`config.mk`:
```
export PLATFORM = sky130hd
export DESIGN_NAME = mod_addsub_arbiter_flat
export DESIGN_NICKNAME = d
export VERILOG_FILES = /design/src/rtl/mod_addsub_arbiter_if.sv /design/src/rtl/mod_addsub_arbiter.sv /design/src/flat_wrapper.sv
export SDC_FILE = /design/constraint.sdc
export NUM_CORES = 1
export LEC_CHECK = 0
export CAP_MARGIN = 20
export CORE_AREA = 2 2 68 70
export CTS_CLUSTER_SIZE = 12
export DETAILED_ROUTE_END_ITERATION = 8
export DIE_AREA = 0 0 70 72
export PLACE_DENSITY = 0.68
export SLEW_MARGIN = 5
export SYNTH_ARGS = -nofsm -noshare
export SYNTH_HDL_FRONTEND = slang
export SYNTH_SLANG_ARGS = --single-unit
```
`constraint.sdc`:
```
create_clock -name clk -period 5.32 [get_ports clk]
set_clock_uncertainty 0.1 [all_clocks]
set_input_delay 0.532 -clock clk [delete_from_list [all_inputs] [get_ports clk]]
set_output_delay 0.532 -clock clk [all_outputs]
set_load 0.02 [all_outputs]
```
`src/rtl/mod_addsub_arbiter_if.sv`:
```
// One requester port of the add/sub arbiter: operand request, grant,
// result delivery and acknowledge.
interface mod_addsub_arbiter_if;
    logic       req;
    logic       s;
    logic [3:0] x;
    logic [3:0] y;
    logic       gnt;
    logic       done;
    logic [3:0] z;
    logic       ack;

    // Requester side drives the request and consumes the result
    modport master (
        output req, s, x, y, ack,
        input  gnt, done, z
    );

    // Arbiter side grants the request and returns the result
    modport slave (
        input  req, s, x, y, ack,
        output gnt, done, z
    );
endinterface

```
`src/rtl/mod_addsub_arbiter.sv`:
```
// Round-robin sharing controller for a single 4-bit modular add/sub
// datapath. Two requesters take turns; operands are registered, the
// datapath settles for one cycle, and the result is held for the owner
// until it acknowledges.

// Combinational 4-bit modular adder/subtractor: s=0 adds, s=1 subtracts,
// both wrap modulo 16.
module CIRCUIT (
    input  logic       s,
    input  logic [3:0] x,
    input  logic [3:0] y,
    output logic [3:0] z
);
    assign z = s ? (x - y) : (x + y);
endmodule

module mod_addsub_arbiter (
    input  logic                 clk,
    input  logic                 rst,
    mod_addsub_arbiter_if.slave  a,
    mod_addsub_arbiter_if.slave  b,
    output logic                 busy,
    output logic [7:0]           op_count
);
    typedef enum logic [1:0] {
        IDLE,
        EXEC,
        RESP
    } state_t;

    // Owner encoding: 0 = port A, 1 = port B
    localparam logic OWNER_A = 1'b0;
    localparam logic OWNER_B = 1'b1;

    state_t     state;
    logic       owner;
    logic       last_owner;
    logic       op_s;
    logic [3:0] op_x;
    logic [3:0] op_y;
    logic [3:0] circ_z;
    logic       pick_b;
    logic       owner_ack;

    // B wins when it is the only requester, or on a tie when A was served last
    assign pick_b = b.req && (!a.req || (last_owner == OWNER_A));

    // Only the current owner's acknowledge can close the response phase
    assign owner_ack = (owner == OWNER_B) ? b.ack : a.ack;

    CIRCUIT u_circuit (
        .s (op_s),
        .x (op_x),
        .y (op_y),
        .z (circ_z)
    );

    // Arbitration FSM with all handshake outputs registered
    always_ff @(posedge clk or posedge rst) begin
        if (rst) begin
            state      <= IDLE;
            owner      <= OWNER_B;
            last_owner <= OWNER_B;
            op_s       <= 1'b0;
            op_x       <= 4'd0;
            op_y       <= 4'd0;
            a.gnt      <= 1'b0;
            a.done     <= 1'b0;
            a.z        <= 4'd0;
            b.gnt      <= 1'b0;
            b.done     <= 1'b0;
            b.z        <= 4'd0;
            busy       <= 1'b0;
            op_count   <= 8'd0;
        end else begin
            a.gnt <= 1'b0;
            b.gnt <= 1'b0;
            case (state)
                IDLE: begin
                    if (a.req || b.req) begin
                        owner <= pick_b;
                        if (pick_b) begin
                            op_s  <= b.s;
                            op_x  <= b.x;
                            op_y  <= b.y;
                            b.gnt <= 1'b1;
                        end else begin
                            op_s  <= a.s;
                            op_x  <= a.x;
                            op_y  <= a.y;
                            a.gnt <= 1'b1;
                        end
                        busy  <= 1'b1;
                        state <= EXEC;
                    end
                end
                EXEC: begin
                    if (owner == OWNER_B) begin
                        b.z    <= circ_z;
                        b.done <= 1'b1;
                    end else begin
                        a.z    <= circ_z;
                        a.done <= 1'b1;
                    end
                    state <= RESP;
                end
                RESP: begin
                    if (owner_ack) begin
                        a.done     <= 1'b0;
                        b.done     <= 1'b0;
                        last_owner <= owner;
                        op_count   <= op_count + 8'd1;
                        busy       <= 1'b0;
                        state      <= IDLE;
                    end
                end
                default: begin
                    state <= IDLE;
                end
            endcase
        end
    end
endmodule
```
`src/flat_wrapper.sv`:
```
// flat-port wrapper written by rule: the top's interface ports become plain ports
module mod_addsub_arbiter_flat 
  (clk, rst, busy, op_count, a_req, a_s, a_x, a_y, a_ack, a_gnt, a_done, a_z, b_req, b_s, b_x, b_y, b_ack, b_gnt, b_done, b_z);
  mod_addsub_arbiter_if a_i ();
  mod_addsub_arbiter_if b_i ();
  input  logic clk;
  input  logic rst;
  output logic busy;
  output logic [7:0] op_count;
  input wire logic [$bits(a_i.req)-1:0] a_req;
  input wire logic [$bits(a_i.s)-1:0] a_s;
  input wire logic [$bits(a_i.x)-1:0] a_x;
  input wire logic [$bits(a_i.y)-1:0] a_y;
  input wire logic [$bits(a_i.ack)-1:0] a_ack;
  output wire logic [$bits(a_i.gnt)-1:0] a_gnt;
  output wire logic [$bits(a_i.done)-1:0] a_done;
  output wire logic [$bits(a_i.z)-1:0] a_z;
  input wire logic [$bits(b_i.req)-1:0] b_req;
  input wire logic [$bits(b_i.s)-1:0] b_s;
  input wire logic [$bits(b_i.x)-1:0] b_x;
  input wire logic [$bits(b_i.y)-1:0] b_y;
  input wire logic [$bits(b_i.ack)-1:0] b_ack;
  output wire logic [$bits(b_i.gnt)-1:0] b_gnt;
  output wire logic [$bits(b_i.done)-1:0] b_done;
  output wire logic [$bits(b_i.z)-1:0] b_z;
  assign a_i.req = a_req;
  assign a_i.s = a_s;
  assign a_i.x = a_x;
  assign a_i.y = a_y;
  assign a_i.ack = a_ack;
  assign a_gnt = a_i.gnt;
  assign a_done = a_i.done;
  assign a_z = a_i.z;
  assign b_i.req = b_req;
  assign b_i.s = b_s;
  assign b_i.x = b_x;
  assign b_i.y = b_y;
  assign b_i.ack = b_ack;
  assign b_gnt = b_i.gnt;
  assign b_done = b_i.done;
  assign b_z = b_i.z;
  mod_addsub_arbiter u_core (.clk(clk), .rst(rst), .a(a_i), .b(b_i), .busy(busy), .op_count(op_count));
endmodule
```
==> results of run 1 <==
==> path summary, 6_finish.rpt <==
kind	start	endpoint	slack, ns	cells past startpoint
max in group asynchronous	rst	u_core.last_owner	4.24	3
min reg2reg	u_core.op_count[7]	u_core.op_count[7]	0.38	1
min in group asynchronous	rst	u_core.op_count[2]	0.54	3
max reg2reg	u_core.op_y[0]	u_core.b.z[3]	3.10	9
max	u_core.op_y[0]	u_core.b.z[3]	3.10	9
min	u_core.op_count[7]	u_core.op_count[7]	0.38	1
==> layer usage <==
| metal | track usage, % | up-vias | share of wire, % |
|---|---|---|---|
| met2 | 21.6 | 34 | 45 |
| met4 | 6.41 | 0 | 2.2 |
| met1 | 17.7 | 571 | 47 |
| li1 | - | 645 | - |
| met3 | 4.44 | 6 | 5.7 |
| met5 | 0 | - | 0 |
==> power by group <==
part           internal, mW  switching (mW)  leakage [nW]
Clock                0.0928          0.0857        0.0395
Sequential            0.370          0.0806         0.415
Combinational         0.308           0.330         0.557
Total                 0.771           0.496          1.01
==> through the flow <==
stage	area [µm²]	cells
6_report	2250	263
5_1_grt	2250	263
4_1_cts	2250	263
3_5_place_dp	2170	255
3_3_place_gp	2170	255
2_1_floorplan	1670	162
==> state kept, by name, indices dropped and copies added, names as in the netlist <==
name,flops
u_core.a.done,1
u_core.a.gnt,1
u_core.a.z,4
u_core.b.done,1
u_core.b.gnt,1
u_core.b.z,4
u_core.busy,1
u_core.last_owner,1
u_core.op_count,8
u_core.op_s,1
u_core.op_x,4
u_core.op_y,4
u_core.owner,1
u_core.state,2
==> cell families after synthesis <==
family / share of synthesized area (%)
mux: 7.93
compound gates: 11.9
flops: 51.0
xor+xnor: 5.24
fa+ha+maj: 7.93
buf+inv: 3.52
simple gates: 12.4
==> cells in the mapped netlist (4+ instances only) <==
cell type | number | area share, %
inv_1 | 9 | 2.0
xor2_1 | 4 | 2.1
dfrtp_1 | 32 | 48
a21oi_1 | 5 | 1.5
ha_1 | 9 | 6.7
clkbuf_1 | 4 | 0.90
nor2_1 | 8 | 1.8
o21ai_0 | 18 | 5.4
nand2_1 | 25 | 5.6
xnor2_1 | 6 | 3.1
mux2i_1 | 11 | 6.6
==> worst register-to-register path, stage by stage, from the launching register on <==
cell and delay, ns:
dfrtp_1 0.39, inv_1 0.06, ha_1 0.28, mux2_2 0.29, inv_1 0.06, ha_1 0.21
nor2b_1 0.12, o21a_1 0.17, a211o_1 0.29, a31oi_1 0.17
==> area by class of cell <==
type | instances | area, µm²
fill | 422 | 2010
sequential | 34 | 853
multi-input combinational | 113 | 759
timing repair buffer | 47 | 463
clock buffer | 8 | 80.1
tap | 52 | 65.1
inverter | 9 | 33.8
==> out/results.tsv, run 1 <==
metric	value	unit
status	finished clean	
worstMarginPinSlew	0.492	ns
cp-end-kind	register	
arrival	2.33	ns
grt_pass1_vias	1188	
hold_path.class	reg -> reg	
nets	244	
cts_tree	built	
die_x	70	µm
final_core_util	52.9	%
layout_setup_ws	3.10	ns
portBuffers	44	
final.period_utilization	41.7	%
synth_nets	196	
worst_ep_required_time	5.43	ns
grt_first_pass_wirelength	5.40	mm
vdd_drop_max	0.227	mV
startpoint_type	register	
grt_max_degree	35	
htree_levels	2	
yosys.cell_types.count	33	
antenna_left	0	
area_delta_synth_final	34.9	%
cts_resized	0	
clk_pin_slew	0.06	ns
fmax	450	MHz
slowest_stage	dfrtp_1	
critPathBufInv	2	
cts-root-buf	clkbuf_8	
hold-worst-slack	0.375	ns
setup_violations	0	
initial_core_util	39.2	%
gp_congestion	0.791	
dp_hpwl	2.33	mm
cellPowerDensity	562	nW/µm²
ios	45	
clock-sinks	34	
hold_violations	0	
postCtsSetupBuffers	0	
finalPower	1.27	mW
rows	24	
dr.first_iter.drc_count	28	
slew_headroom	67.2	%
final_common_cell	clkdlybuf4s50_1	
grt.overflow.total	0	
path_delay_family	compound AO/OA/AOI/OAI gates	
antenna_found_initial	0	
diodes	0	
final_cell_mix	clkdlybuf4s50_1 (44), dfrtp_1 (32), nand2_1 (25), o21ai_0 (17), mux2i_1 (11)	
cts_made_buffers	5	
finalSetupTns	0	ns
drive_above_1_share	6.16	%
vias	1256	
path_cells	inv_1, ha_1, mux2_2, inv_1, ha_1, nor2b_1, o21a_1, a211o_1, a31oi_1	
dp_worst_setup_slack	3.09	ns
ys_warn_count	0	
power_leakage	1.01	nW
track_usage	13.9	%
routed_via_density	4.78	
synth.ff_latch_count	34	
drt-pass1-iter-count	4	
final.min_clock_period	2.22	ns
crit_path_max_fanout	4	
cts_buffer_depth	2	
syn_area_per_cell	10.3	µm²
seq_area_frac_synth	51.0	%
ys_async_sr_fraction	100	%
core	4260	µm²
syn-cell-area	1670	µm²
finalWirelength	3.09	mm
timing_worst_setup_path_type	reg -> reg	
holdBufCountCts	0	
synth_edf_count	0	
drcViolationCount	0	
die_y	72	µm
synthCells	162	
clk_latency	0.28	ns
max_cap_viol_count	0	
max_stage_delay	0.39	ns
rsz0062_at_grt	no	
dieArea	5040	µm²
drv_slew	0	
synth-main-ff-cell	dfrtp_1	
wl_per_cell	11.7	µm
(Power assumes the default switching activity.)
==> run 2, diff against run 1 <==
==> constraint.sdc (replaced) <==
create_clock -name clk -period 2.1 [get_ports clk]
set_clock_uncertainty 0.1 [all_clocks]
set_input_delay 0.21 -clock clk [delete_from_list [all_inputs] [get_ports clk]]
set_output_delay 0.21 -clock clk [all_outputs]
set_load 0.02 [all_outputs]
==> out/results.tsv, run 2 (synthesis results as in run 1) <==
metric	value	unit
worst_ep_required_time	2.21	ns
drv_slew	0	
antenna_left	0	
vias	1269	
hold_path.class	in -> async	
top_register	u_core.op_count	
ios	45	
dieArea	5040	µm²
drive_above_1_share	10.2	%
cellPowerDensity	1480	nW/µm²
holdBufCountCts	0	
finalSetupTns	0	ns
diodes	0	
wl_per_cell	11.9	µm
rows	24	
grt_first_pass_wirelength	5.41	mm
cts-root-buf	clkbuf_8	
dp_hpwl	2.36	mm
cts_made_buffers	5	
grt.overflow.total	0	
fmax	485	MHz
arrival	2.17	ns
core	4260	µm²
final_cell_mix	clkdlybuf4s50_1 (44), dfrtp_1 (32), nand2_1 (25), o21ai_0 (16), mux2i_1 (11)	
htree_levels	2	
clk_latency	0.28	ns
slowest_stage	dfrtp_1	
final.min_clock_period	2.06	ns
setup_violations	0	
path_cells	inv_1, ha_1, mux2_4, inv_4, ha_4, nor2b_4, o21a_1, a211o_1, a31oi_1	
clock-sinks	34	
antenna_found_initial	0	
finalWirelength	3.18	mm
power_leakage	1.05	nW
placed_cells	259	
largest_reg_flops	8	
clk_pin_slew	0.06	ns
die_x	70	µm
layout_setup_ws	0.0362	ns
grt_pass1_vias	1207	
portBuffers	44	
r2r_setup_slack	0.04	ns
dp_worst_setup_slack	-0.0130	ns
rsz0062_at_grt	yes	
cts_tree	built	
cts_buffer_depth	2	
crit_path_max_fanout	2	
drt-pass1-iter-count	4	
worstMarginPinSlew	0.428	ns
startpoint_type	register	
final_common_cell	clkdlybuf4s50_1	
slew_headroom	71.5	%
max_stage_delay	0.34	ns
die_y	72	µm
status	finished clean	
critPathBufInv	2	
vdd_drop_max	0.543	mV
grt_max_degree	35	
nets	249	
gp_congestion	0.752	
path_delay_family	compound AO/OA/AOI/OAI gates	
area_delta_synth_final	38.9	%
hold-worst-slack	0.216	ns
max_cap_viol_count	0	
dr.first_iter.drc_count	42	
hold_violations	0	
drcViolationCount	0	
cp-end-kind	register	
initial_core_util	39.2	%
track_usage	14.0	%
timing_worst_setup_path_type	reg -> reg	
fin_cells	267	
final.period_utilization	98.3	%
routed_via_density	4.75	
-- run 2: changes by cell type in the layout (fill, tap and decap cells not counted), sizes merged --
cell    previous run  this run
buf                3         8
clkbuf             8         7
-- run 2: per-layer routing --
layer,vias up,track usage [%],wire length (µm)
li1,652,-,-
met1,576,18.5,1480
met2,36,20.6,1450
met3,5,4.58,165
met4,0,7.05,76
met5,-,0,0
-- run 2: area by class of cell --
| class | instances | area (µm²) |
|---|---|---|
| multi-input cells | 113 | 791 |
| repair buffers | 52 | 500 |
| well taps | 52 | 65.1 |
| flip-flops and latches | 34 | 853 |
| clock buffers | 7 | 76.3 |
| inverters | 9 | 36.3 |
| fillers | 388 | 1940 |
-- run 2: timing repair --
action,CTS,global route
buffers inserted,1,0
gates resized for setup,4,3
setup endpoints to repair,2,4
pin swaps,5,2
-- run 2: worst paths after layout --
path,start,to,cells after the start
min,rst,u_core.a.gnt,3
max reg2reg,u_core.op_y[1],u_core.b.z[3],9
min reg2reg,u_core.op_count[7],u_core.op_count[7],1
max in group asynchronous,rst,u_core.last_owner,3
max,u_core.op_y[1],u_core.b.z[3],9
min in group clk,u_core.op_count[7],u_core.op_count[7],1
-- run 2: worst register-to-register path, stage by stage (launching register included) --
cell	delay (ns)
dfrtp_1	0.34
inv_1	0.05
ha_1	0.28
mux2_4	0.29
inv_4	0.07
ha_4	0.19
nor2b_4	0.12
o21a_1	0.19
a211o_1	0.24
a31oi_1	0.13
-- run 2: through the flow --
stage	util, %	instance area, µm²	total power, mW
2_1_floorplan	-	1680	2.24
4_1_cts	54.2	2310	3.42
6_report	54.5	2320	3.44
3_3_place_gp	51.8	2210	2.81
3_5_place_dp	51.8	2210	2.86
5_1_grt	54.5	2320	3.76
-- run 2: report_power, final --
part | switching (mW) | internal, mW | leakage, nW | total, mW
combinational | 0.933 | 0.936 | 0.593 | 1.87
clock | 0.215 | 0.228 | 0.0383 | 0.443
sequential | 0.196 | 0.936 | 0.415 | 1.13
==> run 3, diff against run 2 <==
--- a/config.mk
+++ b/config.mk
@@ -5,12 +5,13 @@
 export SDC_FILE = /design/constraint.sdc
 export NUM_CORES = 1
 export LEC_CHECK = 0
-export CAP_MARGIN = 20
+export CAP_MARGIN = 10
 export CORE_AREA = 2 2 68 70
 export CTS_CLUSTER_SIZE = 12
 export DETAILED_ROUTE_END_ITERATION = 8
 export DIE_AREA = 0 0 70 72
-export PLACE_DENSITY = 0.68
+export DONT_BUFFER_PORTS = 1
+export PLACE_DENSITY = 0.54
 export SLEW_MARGIN = 5
 export SYNTH_ARGS = -nofsm -noshare
 export SYNTH_HDL_FRONTEND = slang
==> out/results.tsv, run 3 (synthesis results as in run 1) <==
metric	value	unit
drv_slew	0	
diodes	0	
placed_area	1760	µm²
die_y	72	µm
cts_buffer_depth	2	
antenna_found_initial	0	
drive_above_1_share	12.7	%
track_usage	14.4	%
dp_hpwl	2.43	mm
die_x	70	µm
crit_path_max_fanout	2	
setup_violations	0	
clk_latency	0.28	ns
dr.first_iter.drc_count	67	
worstMarginPinSlew	0.509	ns
vias	1127	
wl_per_cell	14.4	µm
hold_violations	0	
power_leakage	0.884	nW
dieArea	5040	µm²
multi_input_area	783	µm²
worst_ep_required_time	2.20	ns
clock-sinks	34	
cp-end-kind	register	
area_delta_synth_final	13.6	%
arrival	2.19	ns
grt_max_degree	35	
clk_pin_slew	0.06	ns
largest_reg_flops	8	
fillCellCount	412	
startpoint_type	register	
fin_area	1900	µm²
routed_via_density	5.01	
finalWirelength	3.24	mm
drt-pass1-iter-count	2	
top_register	u_core.op_count	
portBuffers	0	
final_common_cell	dfrtp_1	
slew_headroom	66.0	%
timing_worst_setup_path_type	reg -> reg	
cellPowerDensity	1650	nW/µm²
hold_path.class	in -> reg	
fmax	479	MHz
final.min_clock_period	2.09	ns
rows	24	
vdd_drop_max	0.546	mV
cts_made_buffers	5	
antenna_left	0	
final_cell_mix	dfrtp_1 (32), nand2_1 (25), o21ai_0 (16), mux2i_1 (11)	
gp_congestion	0.778	
grt.overflow.total	0	
placed_cells	214	
finalPower	3.13	mW
grt_pass1_vias	1144	
final_core_util	44.5	%
final.period_utilization	99.4	%
cts_tree	built	
initial_core_util	39.2	%
fin_cells	225	
nets	206	
drcViolationCount	0	
rsz0062_at_grt	yes	
grt_first_pass_wirelength	5.58	mm
status	finished clean	
htree_levels	2	
ios	45	
ff_latch_area	853	µm²
hold-worst-slack	0.0315	ns
cts-root-buf	clkbuf_8	
core	4260	µm²
max_cap_viol_count	0	
==> run 3: power breakdown <==
| group | internal (mW) | total (mW) | switching [mW] |
|---|---|---|---|
| clock | 0.264 | 0.490 | 0.226 |
| combinational | 0.618 | 1.31 | 0.692 |
| sequential | 0.935 | 1.33 | 0.394 |
==> run 3: timing repair <==
item,CTS,global route
gates cloned,0,0
hold endpoints to repair,33,0
pin swaps,6,1
hold buffers,2,0
resized for setup,2,2
setup endpoints to repair,2,4
buffers inserted,1,0
==> run 3: per-stage QoR <==
stage | setup TNS (ns) | setup WS [ns]
6_report | 0 | 0.0135
5_1_grt | -0.314 | -0.109
4_1_cts | -0.0267 | -0.0267
3_5_place_dp | -0.0926 | -0.0496
3_3_place_gp | 0 | 0.0343
2_1_floorplan | 0 | 0.0234
==> run 3: final timing paths <==
kind                           startpoint           endpoint  slack (ns)  depth (start not counted)
setup / recovery           u_core.op_y[1]      u_core.b.z[3]        0.01                          9
hold reg to reg            u_core.op_x[0]     u_core.op_x[0]        0.39                          2
setup reg to reg           u_core.op_y[1]      u_core.b.z[3]        0.01                          9
hold / removal                     a_y[2]     u_core.op_y[2]        0.03                          2
max in group asynchronous             rst  u_core.last_owner        1.21                          3
min in group asynchronous             rst       u_core.a.gnt        0.36                          3
==> run 3: final cells by class <==
class	count	share of cell area, %
flip-flops and latches	34	44.9
multi-input cells	113	41.2
clock buffers	7	4.55
repair buffers	9	3.82
well taps	52	3.43
inverters	9	1.78
clock inverters	1	0.264
==> run 3: critical path, cell delays in order (launching register included) <==
cell	delay, ns
dfrtp_1	0.34
inv_1	0.05
ha_1	0.29
mux2_4	0.28
inv_2	0.07
ha_4	0.18
nor2b_1	0.12
o21a_1	0.19
a211o_1	0.25
a31oi_1	0.14
==> run 3: routing by layer <==
| metal | GRT usage [%] | vias up | part of all wire, % |
|---|---|---|---|
| met5 | 0 | - | 0 |
| met3 | 6.11 | 5 | 6.8 |
| met4 | 6.41 | 0 | 1.3 |
| met1 | 18.8 | 520 | 47 |
| li1 | - | 569 | - |
| met2 | 21.0 | 33 | 45 |
